`config.mk`:
```
export PLATFORM = sky130hd
export DESIGN_NAME = board_controller_flat
export DESIGN_NICKNAME = d
export VERILOG_FILES = /design/src/rtl/game_pkg.sv /design/src/rtl/board_controller_if.sv /design/src/rtl/line_check.sv /design/src/rtl/board_controller.sv /design/src/flat_wrapper.sv
export SDC_FILE = /design/constraint.sdc
export NUM_CORES = 1
export LEC_CHECK = 0
export ABC_AREA = 1
export BUFFER_PORTS_ARGS = -buffer_cell sky130_fd_sc_hd__buf_2
export CAP_MARGIN = 20
export CORE_MARGIN = 5
export CORE_UTILIZATION = 40
export DETAILED_ROUTE_END_ITERATION = 8
export PLACE_DENSITY_LB_ADDON = 0.08
export REMOVE_ABC_BUFFERS = 1
export SLEW_MARGIN = 20
export SYNTH_ARGS = -nofsm -noshare
export SYNTH_HDL_FRONTEND = slang
export SYNTH_SLANG_ARGS = --single-unit
```
`constraint.sdc`:
```
create_clock -name clk -period 3.8 [get_ports clk]
set_clock_uncertainty 0.2 [all_clocks]
set_input_delay 0.38 -clock clk [delete_from_list [all_inputs] [get_ports clk]]
set_output_delay 0.38 -clock clk [all_outputs]
set_load 0.02 [all_outputs]
```
`src/rtl/game_pkg.sv`:
```
// Shared types and the line table for the 5x5 board controller.
package game_pkg;
   localparam int N     = 5;
   localparam int CELLS = N * N;
   localparam int LINES = 2 * N + 2;

   typedef enum logic [1:0] {EMPTY = 2'b00, P1 = 2'b01, P2 = 2'b10} cell_t;
   typedef enum logic [2:0] {IDLE, CHECK, WRITE, SCAN, OVER} state_t;

   // Rows 0-4, columns 5-9, main diagonal 10, anti-diagonal 11.
   localparam logic [4:0] LINE_TBL [LINES][N] = '{
      '{5'd0,  5'd1,  5'd2,  5'd3,  5'd4 },
      '{5'd5,  5'd6,  5'd7,  5'd8,  5'd9 },
      '{5'd10, 5'd11, 5'd12, 5'd13, 5'd14},
      '{5'd15, 5'd16, 5'd17, 5'd18, 5'd19},
      '{5'd20, 5'd21, 5'd22, 5'd23, 5'd24},
      '{5'd0,  5'd5,  5'd10, 5'd15, 5'd20},
      '{5'd1,  5'd6,  5'd11, 5'd16, 5'd21},
      '{5'd2,  5'd7,  5'd12, 5'd17, 5'd22},
      '{5'd3,  5'd8,  5'd13, 5'd18, 5'd23},
      '{5'd4,  5'd9,  5'd14, 5'd19, 5'd24},
      '{5'd0,  5'd6,  5'd12, 5'd18, 5'd24},
      '{5'd4,  5'd8,  5'd12, 5'd16, 5'd20}
   };
endpackage

```
`src/rtl/board_controller_if.sv`:
```
// Control pulses in, frame-stable board/cursor and game status out.
interface board_controller_if;
   import game_pkg::*;

   logic                   place;
   logic                   mv_left;
   logic                   mv_right;
   logic                   mv_up;
   logic                   mv_down;
   logic                   new_game;
   logic                   vsync;
   logic [2*CELLS-1:0]     board_disp;
   logic [4:0]             cursor_disp;
   logic                   turn;
   logic                   playerwin;
   logic                   player2win;
   logic                   is_full;
   logic                   reject;
   logic                   busy;

   modport master (
      output place, mv_left, mv_right, mv_up, mv_down, new_game, vsync,
      input  board_disp, cursor_disp, turn, playerwin, player2win, is_full, reject, busy
   );

   modport slave (
      input  place, mv_left, mv_right, mv_up, mv_down, new_game, vsync,
      output board_disp, cursor_disp, turn, playerwin, player2win, is_full, reject, busy
   );
endinterface

```
`src/rtl/line_check.sv`:
```
// Combinational test: are all five cells of one line owned by the mover?
module line_check
   import game_pkg::*;
(
   input  logic [2*N-1:0] cells,
   input  cell_t          code,
   output logic           hit
);
   logic [N-1:0] eq;

   for (genvar k = 0; k < N; k++) begin : g_eq
      assign eq[k] = (cells[2*k +: 2] == code);
   end

   assign hit = &eq;
endmodule

```
`src/rtl/board_controller.sv`:
```
// Game sequencer: cursor, cell writes, turn alternation, line scan and
// a display copy of board/cursor refreshed only on vsync assertion.
module board_controller
   import game_pkg::*;
#(
   parameter logic       FIRST_PLAYER = 1'b0,
   parameter logic [4:0] CURSOR_HOME  = 5'd12
) (
   input  logic               clk,
   input  logic               reset,
   board_controller_if.slave  bus
);
   localparam logic [2:0] HOME_ROW  = 3'(CURSOR_HOME / 5'd5);
   localparam logic [2:0] HOME_COL  = 3'(CURSOR_HOME % 5'd5);
   localparam logic [2:0] LAST      = 3'(N - 1);
   localparam logic [3:0] LAST_LINE = 4'(LINES - 1);

   state_t             state, state_nx;
   logic [2*CELLS-1:0] board;
   logic [2:0]         cur_row, cur_col;
   logic [4:0]         cur_idx;
   logic [4:0]         pos_p0;
   logic [3:0]         line_idx;
   logic               turn, pwin, p2win, full_flag, reject;
   logic               vsync_p1, disp_upd_p1;
   logic [2*CELLS-1:0] board_disp;
   logic [4:0]         cursor_disp;

   logic [2*N-1:0]     line_cells;
   logic [CELLS-1:0]   occ;
   logic               hit, all_occ, cell_occ;
   cell_t              code;

   logic reject_nx, latch_en, write_en, scan_clr, scan_inc;
   logic win_set, full_set, turn_tgl;

   assign cur_idx  = ({2'b00, cur_row} << 2) + {2'b00, cur_row} + {2'b00, cur_col};
   assign code     = turn ? P2 : P1;

   for (genvar g = 0; g < CELLS; g++) begin : g_occ
      assign occ[g] = |board[2*g +: 2];
   end
   assign all_occ  = &occ;
   assign cell_occ = occ[pos_p0];

   for (genvar k = 0; k < N; k++) begin : g_line
      assign line_cells[2*k +: 2] = board[{LINE_TBL[line_idx][k], 1'b0} +: 2];
   end

   line_check u_line_check (
      .cells (line_cells),
      .code  (code),
      .hit   (hit)
   );

   always_ff @(posedge clk or posedge reset) begin
      if (reset) state <= IDLE;
      else       state <= state_nx;
   end

   always_comb begin
      state_nx  = state;
      reject_nx = 1'b0;
      latch_en  = 1'b0;
      write_en  = 1'b0;
      scan_clr  = 1'b0;
      scan_inc  = 1'b0;
      win_set   = 1'b0;
      full_set  = 1'b0;
      turn_tgl  = 1'b0;
      case (state)
         IDLE: begin
            if (bus.place) begin
               latch_en = 1'b1;
               state_nx = CHECK;
            end
         end
         CHECK: begin
            reject_nx = bus.place | cell_occ;
            state_nx  = cell_occ ? IDLE : WRITE;
         end
         WRITE: begin
            reject_nx = bus.place;
            write_en  = 1'b1;
            scan_clr  = 1'b1;
            state_nx  = SCAN;
         end
         SCAN: begin
            reject_nx = bus.place;
            if (hit) begin
               win_set  = 1'b1;
               state_nx = OVER;
            end else if (line_idx == LAST_LINE) begin
               if (all_occ) begin
                  full_set = 1'b1;
                  state_nx = OVER;
               end else begin
                  turn_tgl = 1'b1;
                  state_nx = IDLE;
               end
            end else begin
               scan_inc = 1'b1;
            end
         end
         OVER:    reject_nx = bus.place;
         default: state_nx  = IDLE;
      endcase
      // new_game overrides whatever the current state wanted to do
      if (bus.new_game) begin
         state_nx  = IDLE;
         reject_nx = 1'b0;
         latch_en  = 1'b0;
         write_en  = 1'b0;
         win_set   = 1'b0;
         full_set  = 1'b0;
         turn_tgl  = 1'b0;
      end
   end

   always_ff @(posedge clk or posedge reset) begin
      if (reset) begin
         board     <= '0;
         turn      <= FIRST_PLAYER;
         pwin      <= 1'b0;
         p2win     <= 1'b0;
         full_flag <= 1'b0;
         reject    <= 1'b0;
         pos_p0    <= '0;
         line_idx  <= '0;
      end else if (bus.new_game) begin
         board     <= '0;
         turn      <= FIRST_PLAYER;
         pwin      <= 1'b0;
         p2win     <= 1'b0;
         full_flag <= 1'b0;
         reject    <= 1'b0;
         line_idx  <= '0;
      end else begin
         reject <= reject_nx;
         if (latch_en) pos_p0 <= cur_idx;
         if (write_en) board[{pos_p0, 1'b0} +: 2] <= code;
         if (scan_clr)      line_idx <= '0;
         else if (scan_inc) line_idx <= line_idx + 4'd1;
         if (win_set) begin
            if (turn) p2win <= 1'b1;
            else      pwin  <= 1'b1;
         end
         if (full_set) full_flag <= 1'b1;
         if (turn_tgl) turn <= ~turn;
      end
   end

   // Row and column wrap independently; opposite moves cancel.
   always_ff @(posedge clk or posedge reset) begin
      if (reset) begin
         cur_row <= HOME_ROW;
         cur_col <= HOME_COL;
      end else if (bus.new_game) begin
         cur_row <= HOME_ROW;
         cur_col <= HOME_COL;
      end else if (state != OVER) begin
         if (bus.mv_right && !bus.mv_left)
            cur_col <= (cur_col == LAST) ? 3'd0 : cur_col + 3'd1;
         else if (bus.mv_left && !bus.mv_right)
            cur_col <= (cur_col == 3'd0) ? LAST : cur_col - 3'd1;
         if (bus.mv_down && !bus.mv_up)
            cur_row <= (cur_row == LAST) ? 3'd0 : cur_row + 3'd1;
         else if (bus.mv_up && !bus.mv_down)
            cur_row <= (cur_row == 3'd0) ? LAST : cur_row - 3'd1;
      end
   end

   // Display stage: fall of vsync seen at _p1, copy taken the cycle after.
   always_ff @(posedge clk or posedge reset) begin
      if (reset) begin
         vsync_p1    <= 1'b1;
         disp_upd_p1 <= 1'b0;
         board_disp  <= '0;
         cursor_disp <= CURSOR_HOME;
      end else begin
         vsync_p1    <= bus.vsync;
         disp_upd_p1 <= vsync_p1 & ~bus.vsync;
         if (disp_upd_p1) begin
            board_disp  <= board;
            cursor_disp <= cur_idx;
         end
      end
   end

   assign bus.board_disp  = board_disp;
   assign bus.cursor_disp = cursor_disp;
   assign bus.turn        = turn;
   assign bus.playerwin   = pwin;
   assign bus.player2win  = p2win;
   assign bus.is_full     = full_flag;
   assign bus.reject      = reject;
   assign bus.busy        = (state != IDLE);
endmodule

```
`src/flat_wrapper.sv`:
```
// flat-port wrapper written by rule: the top's interface ports become plain ports
module board_controller_flat import game_pkg::*;
#(
   parameter logic       FIRST_PLAYER = 1'b0,
   parameter logic [4:0] CURSOR_HOME  = 5'd12
)
  (clk, reset, bus_place, bus_mv_left, bus_mv_right, bus_mv_up, bus_mv_down, bus_new_game, bus_vsync, bus_board_disp, bus_cursor_disp, bus_turn, bus_playerwin, bus_player2win, bus_is_full, bus_reject, bus_busy);
  board_controller_if bus_i ();
  input  logic clk;
  input  logic reset;
  input wire logic [$bits(bus_i.place)-1:0] bus_place;
  input wire logic [$bits(bus_i.mv_left)-1:0] bus_mv_left;
  input wire logic [$bits(bus_i.mv_right)-1:0] bus_mv_right;
  input wire logic [$bits(bus_i.mv_up)-1:0] bus_mv_up;
  input wire logic [$bits(bus_i.mv_down)-1:0] bus_mv_down;
  input wire logic [$bits(bus_i.new_game)-1:0] bus_new_game;
  input wire logic [$bits(bus_i.vsync)-1:0] bus_vsync;
  output wire logic [$bits(bus_i.board_disp)-1:0] bus_board_disp;
  output wire logic [$bits(bus_i.cursor_disp)-1:0] bus_cursor_disp;
  output wire logic [$bits(bus_i.turn)-1:0] bus_turn;
  output wire logic [$bits(bus_i.playerwin)-1:0] bus_playerwin;
  output wire logic [$bits(bus_i.player2win)-1:0] bus_player2win;
  output wire logic [$bits(bus_i.is_full)-1:0] bus_is_full;
  output wire logic [$bits(bus_i.reject)-1:0] bus_reject;
  output wire logic [$bits(bus_i.busy)-1:0] bus_busy;
  assign bus_i.place = bus_place;
  assign bus_i.mv_left = bus_mv_left;
  assign bus_i.mv_right = bus_mv_right;
  assign bus_i.mv_up = bus_mv_up;
  assign bus_i.mv_down = bus_mv_down;
  assign bus_i.new_game = bus_new_game;
  assign bus_i.vsync = bus_vsync;
  assign bus_board_disp = bus_i.board_disp;
  assign bus_cursor_disp = bus_i.cursor_disp;
  assign bus_turn = bus_i.turn;
  assign bus_playerwin = bus_i.playerwin;
  assign bus_player2win = bus_i.player2win;
  assign bus_is_full = bus_i.is_full;
  assign bus_reject = bus_i.reject;
  assign bus_busy = bus_i.busy;
  board_controller #(.FIRST_PLAYER(FIRST_PLAYER), .CURSOR_HOME(CURSOR_HOME)) u_core (.clk(clk), .reset(reset), .bus(bus_i));
endmodule
```
==> impl_metrics.toml, run 1 <==
[logic_synthesis]
ys_ff_latch = 130
yosysUniqueCellTypes = 44
netlist_top_cells_area = "dfrtp_1 (35%), nand2_1 (15%), nand3_1 (13%)"
synth_mux_area_share_pct = 0
synth_area_leader_cell = "dfrtp_1"
synth_compound_area_share_pct = 11.0
synth-adder-area-share_pct = 4.14
ys_seq_area_share_pct = 36.9
yosys.area_share.simple_pct = 38.9
synth_top_family_by_area = "simple AND/OR/NAND/NOR gates"
ys.flop_type = "dfrtp_1"
async_reset_ff_share_pct = 100
synth_xor_area_share_pct = 0.596
synth_top_cell_area_share_pct = 35.5
syn_avg_cell_area_um2 = 6.87
synth_edf_count = 0
synth_warnings = 0
syn-instance-count = 1285
synth_area_mm2 = 0.00882

[detailed_routing]
drt-pass1-iter-count = 5
wl_per_cell_um = 20.9
drc = 0
finalWirelength_um = 34500
drtIter0Drc = 968
via_per_inst = 5.70
ant_nets = 0
routed-via-count = 9396

[floorplanning]
start_util_pct = 40.6
die_x_um = 159
ioPinCount = 70
rows = 54
dieArea_mm2 = 0.0251
core_region_area_mm2 = 0.0218
dieHeight_um = 159

[power]
leakagePower_nw = 4.97
powerDensity_mw_per_mm2 = 595
vdd_drop_max_mv = 0.339
power_mw = 6.02

[setup_path]
r2r_end = "u_core.bus.turn"
reg2reg_depth = 21
worstSetupEndpointType = "register"
start_kind = "register"
r2r_start = "u_core.line_idx[1]"
worst-setup-path-type = "reg -> reg"
critical_path.max_fanout = 15
critical_path_arrival_ns = 3.52
crit_required_ns = 3.93
r2r_setup_slack_ns = 0.41

[status]
outcome = "finished, final reports clean"

[hold_path]
hp-class = "in -> reg"
holdPathEnd = "u_core.state[0]"
min_from = "bus_place"
hold_depth = 3

[finish]
final_util_pct = 46.5
syn2layout_area_growth_pct = 14.7
multiInputGateArea_mm2 = 0.00483
antenna_cells = 0
final_layout_size_suffix_gt1_share_pct = 12.7
fin_nets = 1393
seq_area_mm2 = 0.00326
final.fill_count = 2293

[place]
port-buffer-count = 69
gp_congestion = 0.980
dp_hpwl_um = 26500

[clock_tree]
cts_tree = "done"
cts_setup_buffers = 0
clk_pin_slew_worst_paths_ns = 0.07
insertion_delay_ns = 0.44
htree_levels = 4
cts_buffers = 17
root_buffer = "clkbuf_16"
cts.sinks = 130
clk_path_buf_depth = 2

[sta]
min_period_over_period_pct = 89.1
fmax_ghz = 0.295
setup-violations-final = 0
hold_viol_final = 0
slew_headroom_pct = 56.1
period_minus_slack_ns = 3.39
tns_ns = 0
rsz0062_at_grt = "no"
worst_slew_pin_slew_ns = 0.658
slew_violations = 0

[job]
cap_violations = 0

[grt]
grt_pass1_wl_um = 52400
groute.usage.overall_pct = 27.6
overflow = 0
grt_pass1_vias = 8831
antenna_found_initial = 0
grt_max_degree = 93
-- stage by stage --
| stage | instance area [µm²] | setup WS [ns] | std cells | hold WS [ns] |
|---|---|---|---|---|
| 2_1_floorplan | 8570 | -0.241 | 1238 | 0.184 |
| 3_3_place_gp | 9510 | 0.381 | 1615 | 0.248 |
| 3_5_place_dp | 9510 | 0.345 | 1615 | 0.249 |
| 4_1_cts | 10100 | 0.327 | 1649 | 0.0808 |
| 5_1_grt | 10100 | 0.115 | 1649 | 0.107 |
| 6_report | 10100 | 0.414 | 1649 | 0.0754 |
-- routing by layer --
metal | global-route usage (%) | up-vias | routed length, µm
li1 | - | 4446 | -
met1 | 39.0 | 4496 | 15700
met2 | 43.0 | 385 | 15400
met3 | 4.46 | 69 | 2310
met4 | 9.83 | 0 | 1120
met5 | 0 | - | 0
-- state kept, by name (all words and copies together) (netlist names) --
signal and cells:
u_core.vsync_p1 1, u_core.disp_upd_p1 1, u_core.cur_col 3, u_core.bus.board_disp 50, u_core.board 50, u_core.bus.turn 1, u_core.line_idx 4, u_core.bus.playerwin 1
u_core.bus.reject 1, u_core.cur_row 3, u_core.pos_p0 5, u_core.bus.player2win 1, u_core.bus.is_full 1, u_core.bus.cursor_disp 5, u_core.state 3
-- worst max-delay path: stages (launching register included) --
cell and delay [ns]:
dfrtp_1 0.47, inv_1 0.24, ha_1 0.22, nor2_1 0.07, inv_2 0.24, nand3_4 0.25, inv_2 0.24, nand3_1 0.18
nand3_1 0.12, nand3_1 0.08, nand2_1 0.07, nand2_1 0.06, nand2_1 0.06, nand2_1 0.05, nand2_1 0.10, nand2_1 0.08
nor2_2 0.15, nand2_4 0.11, nand3_1 0.10, nand2_1 0.05, o21ai_1 0.09, inv_1 0.05
-- worst max-delay path by stage --
| stage | from | to | slack [ns] |
|---|---|---|---|
| 2_1_floorplan | reset | u_core.board[0] | -0.24 |
| 3_3_place_gp | u_core.line_idx[1] | u_core.bus.turn | 0.38 |
| 3_5_place_dp | u_core.line_idx[1] | u_core.bus.turn | 0.35 |
| 4_1_cts | u_core.line_idx[1] | u_core.bus.turn | 0.33 |
| 5_1_grt | u_core.line_idx[1] | u_core.bus.turn | 0.12 |
| 6_report | u_core.line_idx[1] | u_core.bus.turn | 0.41 |
-- cell type report --
class | count | share of cell area (%)
Multi-Input combinational cell | 978 | 47.7
Sequential cell | 130 | 32.2
Timing Repair Buffer | 99 | 5.93
Inverter | 130 | 4.90
Clock buffer | 17 | 4.20
Tap cell | 280 | 3.46
Clock inverter | 15 | 1.57
-- cells in the mapped netlist (2+ instances only) --
| library cell | n |
|---|---|
| o31ai_1 | 6 |
| nand3_1 | 226 |
| buf_4 | 8 |
| nor2_2 | 6 |
| o211ai_1 | 4 |
| a221o_1 | 2 |
| nor4_1 | 10 |
| fa_1 | 2 |
| dfrtp_1 | 125 |
| a31oi_1 | 4 |
| nand2_1 | 347 |
| nor3_1 | 15 |
| buf_6 | 4 |
| o22ai_1 | 30 |
| a221oi_1 | 6 |
| a21oi_1 | 19 |
| ha_1 | 26 |
| nand3_2 | 3 |
| nand2_2 | 7 |
| nand2_4 | 3 |
| clkbuf_1 | 20 |
| nor2_1 | 125 |
| inv_1 | 115 |
| dfstp_2 | 5 |
| o21ai_0 | 88 |
| nand4_1 | 28 |
| clkinv_1 | 3 |
| o41ai_1 | 2 |
| nand3_4 | 2 |
| o21ai_1 | 2 |
| buf_2 | 11 |
| buf_1 | 4 |
| and3_1 | 2 |
| inv_2 | 11 |
| xor2_1 | 5 |
-- cell usage in the layout, fill, tap and decap left out, types with 7 or more instances in the layout --
cell type	netlist	layout
a21oi_1	19	19
inv_2	11	12
buf_4	8	26
nor3_1	15	15
nand2_1	347	347
nor4_1	10	10
buf_2	11	69
nor2_1	125	125
o21ai_0	88	88
dfrtp_1	125	125
clkbuf_16	0	17
ha_1	26	26
nand2_2	7	7
o22ai_1	30	30
nand4_1	28	28
inv_1	115	114
nand3_1	226	226
-- cells by family after synthesis --
logic type                 count (synthesis)
DFF                                      130
adders and majority gates                 28
and+or+nand+nor                          777
xor gates and xnor gates                   6
buffers and inverters                    177
AOI/OAI and AO/OA                        167
-- power by group --
part | leakage, nW | switching [mW] | internal (mW) | total [mW]
registers | 1.78 | 0.114 | 1.48 | 1.59
logic | 2.91 | 1.95 | 0.825 | 2.77
clock network | 0.282 | 0.782 | 0.880 | 1.66
-- repair_timing --
item	4_1_cts	5_1_grt
endpoints found under the setup margin	0	7
resized for setup	0	1
hold buffers	2	0
hold endpoints to repair	60	0
Power figures use the tool's default switching activity.
==> inputs of run 2 (changes only) <==
--- a/config.mk
+++ b/config.mk
@@ -13,6 +13,7 @@
 export DETAILED_ROUTE_END_ITERATION = 8
 export PLACE_DENSITY_LB_ADDON = 0.08
 export REMOVE_ABC_BUFFERS = 1
+export SETUP_SLACK_MARGIN = 0.15
 export SLEW_MARGIN = 20
 export SYNTH_ARGS = -nofsm -noshare
 export SYNTH_HDL_FRONTEND = slang
==> constraint.sdc (replaced) <==
create_clock -name clk -period 4.3 [get_ports clk]
set_clock_uncertainty 0.2 [all_clocks]
set_input_delay 0.43 -clock clk [delete_from_list [all_inputs] [get_ports clk]]
set_output_delay 0.43 -clock clk [all_outputs]
set_load 0.02 [all_outputs]
==> impl_metrics.toml, run 2 (synthesis gave the netlist of run 1 again) <==
[detailed_routing]
routed-via-count = 9231
via_per_inst = 5.65
wl_per_cell_um = 20.6
drtIter0Drc = 1041
ant_nets = 0
finalWirelength_um = 33600
drt-pass1-iter-count = 6
drc = 0

[finish]
antenna_cells = 0
final_layout_size_suffix_gt1_share_pct = 12.0
syn2layout_area_growth_pct = 13.3
fin_nets = 1379
reg_top3 = "u_core.board x50, u_core.bus.board_disp x50"
final_common_cell = "nand2_1"
final.fill_count = 2311
most-common-layout-cells = "nand2_1 (347), nand3_1 (226), nor2_1 (125), dfrtp_1 (125), inv_1 (114)"

[floorplanning]
dieArea_mm2 = 0.0251
rows = 54
start_util_pct = 40.6
ioPinCount = 70
dieHeight_um = 159
die_x_um = 159
core_region_area_mm2 = 0.0218

[sta]
slew_violations = 0
hold_viol_final = 78
fmax_ghz = 0.269
worst_slew_pin_slew_ns = 0.791
min_period_over_period_pct = 86.4
slew_headroom_pct = 47.2
period_minus_slack_ns = 3.71
setup-violations-final = 0
rsz0062_at_grt = "no"
tns_ns = 0
holdWs_ns = -0.0738

[setup_path]
start_kind = "register"
worstSetupEndpointType = "register"
critical_path_arrival_ns = 3.87
critical_path.max_fanout = 26
worst-setup-path-type = "reg -> reg"
crit_required_ns = 4.45

[clock_tree]
root_buffer = "clkbuf_16"
clk_pin_slew_worst_paths_ns = 0.07
clk_path_buf_depth = 2
cts_tree = "done"
postCtsHoldBufs = 1
cts_setup_buffers = 0
htree_levels = 4
cts.sinks = 130
cts_buffers = 17
cts_resized = 0
insertion_delay_ns = 0.44

[power]
leakagePower_nw = 4.89
powerDensity_mw_per_mm2 = 521
power_mw = 5.20
vdd_drop_max_mv = 0.275

[job]
cap_violations = 0

[grt]
grt_max_degree = 111
overflow = 0
antenna_found_initial = 0
groute.usage.overall_pct = 27.3
grt_pass1_vias = 8736
grt_pass1_wl_um = 51400

[status]
violations = "negative hold slack"
outcome = "finished, violations left"

[place]
gp_congestion = 1.01
dp_hpwl_um = 25400
port-buffer-count = 69

[hold_path]
hp-class = "in -> async"
==> run 2: final timing paths <==
| path | start | endpoint | slack [ns] | depth (start not counted) |
|---|---|---|---|---|
| setup / recovery | u_core.line_idx[0] | u_core.bus.player2win | 0.59 | 19 |
| hold / removal | reset | u_core.bus.board_disp[35] | -0.07 | 2 |
| setup reg to reg | u_core.line_idx[0] | u_core.bus.player2win | 0.59 | 19 |
| hold reg to reg | u_core.vsync_p1 | u_core.disp_upd_p1 | 0.26 | 2 |
| max in group asynchronous | reset | u_core.bus.board_disp[42] | 3.15 | 3 |
| min in group clk | bus_mv_up | u_core.cur_row[1] | 0.13 | 4 |
==> run 2: metal layers <==
layer	vias up	global-route usage, %	share of wire (%)
met5	-	0	0
met4	0	10.8	4.0
met3	80	5.44	8.6
met2	390	42.8	45
met1	4342	37.1	43
li1	4419	-	-
==> run 2: stage by stage <==
stage	setup WS (ns)	util (%)	area, µm²	cells
floorplan	0.209	-	8570	1238
global placement	0.629	43.1	9390	1602
detailed placement	0.625	43.1	9390	1602
CTS	0.600	45.9	9980	1635
global route	0.212	45.9	9990	1635
finish	0.586	45.9	9990	1635
==> run 2: report_power, final <==
group          switching (mW)  internal, mW
logic                    1.64         0.680
clock network           0.692         0.779
registers               0.107          1.30
total                    2.44          2.76
==> run 2: critical path: stages, from the launching register on <==
cell	delay, ns
dfrtp_1	0.54
inv_1	0.25
ha_1	0.30
nand3_4	0.29
nand3_2	0.45
o21ai_0	0.42
nor2_1	0.07
nor2_1	0.11
nor2_1	0.05
nand2_1	0.06
nand2_1	0.08
nand2_1	0.06
nand2_1	0.06
inv_1	0.05
nand2_1	0.05
nor2_2	0.15
nand2_4	0.11
nor2_2	0.11
nand2_1	0.06
a21oi_1	0.15
==> run 2: layout make-up <==
cell class / instances / area, µm² / area share [%]
clock inverter: 15 / 164 / 1.64
tap: 280 / 350 / 3.51
inverter: 130 / 498 / 4.98
sequential: 130 / 3260 / 32.6
timing repair buffer: 85 / 468 / 4.68
clock buffer: 17 / 425 / 4.26
multi-input combinational: 978 / 4830 / 48.3
==> inputs of run 3 (changes only) <==
--- a/config.mk
+++ b/config.mk
@@ -11,6 +11,7 @@
 export CORE_MARGIN = 5
 export CORE_UTILIZATION = 40
 export DETAILED_ROUTE_END_ITERATION = 8
+export GPL_TIMING_DRIVEN = 0
 export PLACE_DENSITY_LB_ADDON = 0.08
 export REMOVE_ABC_BUFFERS = 1
 export SETUP_SLACK_MARGIN = 0.15
==> impl_metrics.toml, run 3 (synthesis gave the netlist of run 1 again) <==
[setup_path]
worst-setup-path-type = "reg -> reg"
start_kind = "register"
worstSetupEndpointType = "register"
r2r_setup_slack_ns = 0.60
r2r_start = "u_core.line_idx[1]"
crit_required_ns = 4.40
r2r_end = "u_core.bus.is_full"
reg2reg_depth = 19
cpMostUsedCell = "nor2_1"
critical_path.max_fanout = 25
cpPeakStageDelay_ns = 0.49
critical_path_arrival_ns = 3.79
crit_path_top_delay_cell = "dfrtp_1"
path_cells = "inv_1, ha_1, inv_1, nand2_4, nand3_2, inv_2, nand3_1, nand3_1, nand2_1, nor2_1, nand2_1, nand2_2, nand3_1, nand2_1, nand3_1, nor2_1, nor2_1, nor2_1, nor2_1"

[place]
dp_hpwl_um = 24200
port-buffer-count = 69
numPlacedInstances = 1589
gp_congestion = 0.965

[clock_tree]
cts_setup_buffers = 0
cts.sinks = 130
root_buffer = "clkbuf_16"
clk_path_buf_depth = 2
clk_pin_slew_worst_paths_ns = 0.06
htree_levels = 4
insertion_delay_ns = 0.44
cts_tree = "done"
cts_buffers = 17

[sta]
tns_ns = 0
fmax_ghz = 0.271
slew_headroom_pct = 34.9
worst_slew_pin_slew_ns = 0.976
hold_viol_final = 0
period_minus_slack_ns = 3.70
setup-violations-final = 0
slew_violations = 0
min_period_over_period_pct = 85.9
rsz0062_at_grt = "no"

[grt]
groute.usage.overall_pct = 26.5
antenna_found_initial = 0
grt_pass1_wl_um = 50500
overflow = 0
grt_max_degree = 98
grt_pass1_vias = 8739

[detailed_routing]
via_per_inst = 5.64
ant_nets = 0
wl_met2_um = 14600
top_layer = "met4"
drc = 0
finalWirelength_um = 32600
wl_met3_um = 2280
drt-pass1-iter-count = 5
drtIter0Drc = 923
wl_met1_um = 14600
wl_per_cell_um = 20.1
routed-via-count = 9167

[hold_path]
hp-class = "in -> reg"
min_from = "bus_mv_up"
holdPathEnd = "u_core.cur_row[1]"
hold_depth = 4

[floorplanning]
ioPinCount = 70
die_x_um = 159
rows = 54
dieArea_mm2 = 0.0251
dieHeight_um = 159
start_util_pct = 40.6
core_region_area_mm2 = 0.0218

[power]
powerDensity_mw_per_mm2 = 518
leakagePower_nw = 4.87
vdd_drop_max_mv = 0.264

[finish]
syn2layout_area_growth_pct = 13.4
final_common_cell = "nand2_1"
final_layout_size_suffix_gt1_share_pct = 11.5
final_cells = 1624
most-common-layout-cells = "nand2_1 (346), nand3_1 (225), nor2_1 (124), dfrtp_1 (124), inv_1 (114)"
antenna_cells = 0
reg_top3 = "u_core.board x50, u_core.bus.board_disp x50"
fin_nets = 1368

[status]
outcome = "finished, final reports clean"

[job]
cap_violations = 0
[run 3: changes by cell type in the layout (fill, tap and decap cells not counted), sizes merged]
| cell | change |
|---|---|
| clkbuf | +1 |
| dlygate4sd3 | +1 |
| buf | -13 |
| clkinv | +1 |
| inv | -1 |
[run 3: power breakdown]
part           leakage [nW]  switching, mW  internal, mW  total [mW]
Clock                 0.283          0.720         0.780        1.50
Combinational          2.81           1.63         0.645        2.27
Sequential             1.78          0.108          1.30        1.41
[run 3: per-layer routing]
layer | GRT usage, % | up-vias
met5 | 0 | -
met4 | 10.3 | 0
met3 | 4.57 | 62
met2 | 41.6 | 354
met1 | 36.5 | 4350
li1 | - | 4401
[run 3: what timing repair did]
item,4_1_cts,5_1_grt
resized for setup,0,12
setup endpoints to repair,0,23
endpoints found under the hold margin,44,0
hold buffers,2,0
[run 3: worst max path at each step]
stage / startpoint / end / slack, ns / cells past startpoint
2_1_floorplan: reset / u_core.board[0] / 0.21 / 1
3_3_place_gp: reset / u_core.line_idx[3] / -1.45 / 2
3_5_place_dp: u_core.line_idx[1] / u_core.bus.is_full / 0.29 / 19
4_1_cts: u_core.line_idx[0] / u_core.bus.is_full / 0.28 / 18
5_1_grt: u_core.pos_p0[0] / u_core.board[28] / 0.26 / 13
6_report: u_core.line_idx[1] / u_core.bus.is_full / 0.60 / 19
[run 3: layout make-up]
class                      instances  area, µm²
clock inverter                    15        164
inverter                         130        508
sequential                       130       3260
timing repair buffer              74        428
tap                              280        350
fill                            2307      11800
multi-input combinational        978       4870
clock buffer                      17        425
[run 3: through the flow]
stage / setup WS (ns) / hold slack [ns] / power [mW] / cell area [µm²] / util [%]
after floorplan: 0.209 / 0.234 / 3.01 / 8570 / -
after CTS: 0.280 / 0.134 / 5.13 / 9950 / 45.7
after detailed placement: 0.290 / 0.245 / 3.63 / 9340 / 42.9
after global routing: 0.263 / 0.179 / 5.53 / 10000 / 46.0
after global placement: -1.45 / 0.247 / 3.63 / 9270 / 42.6
final: 0.604 / 0.133 / 5.19 / 10000 / 46.0
[run 3: worst max-delay path: cells and delay by family (launching register included)]
family	cells	cell delay [ns]
fa+ha+maj	1	0.20
flops	1	0.49
simple gates	15	1.94
buf+inv	3	0.69
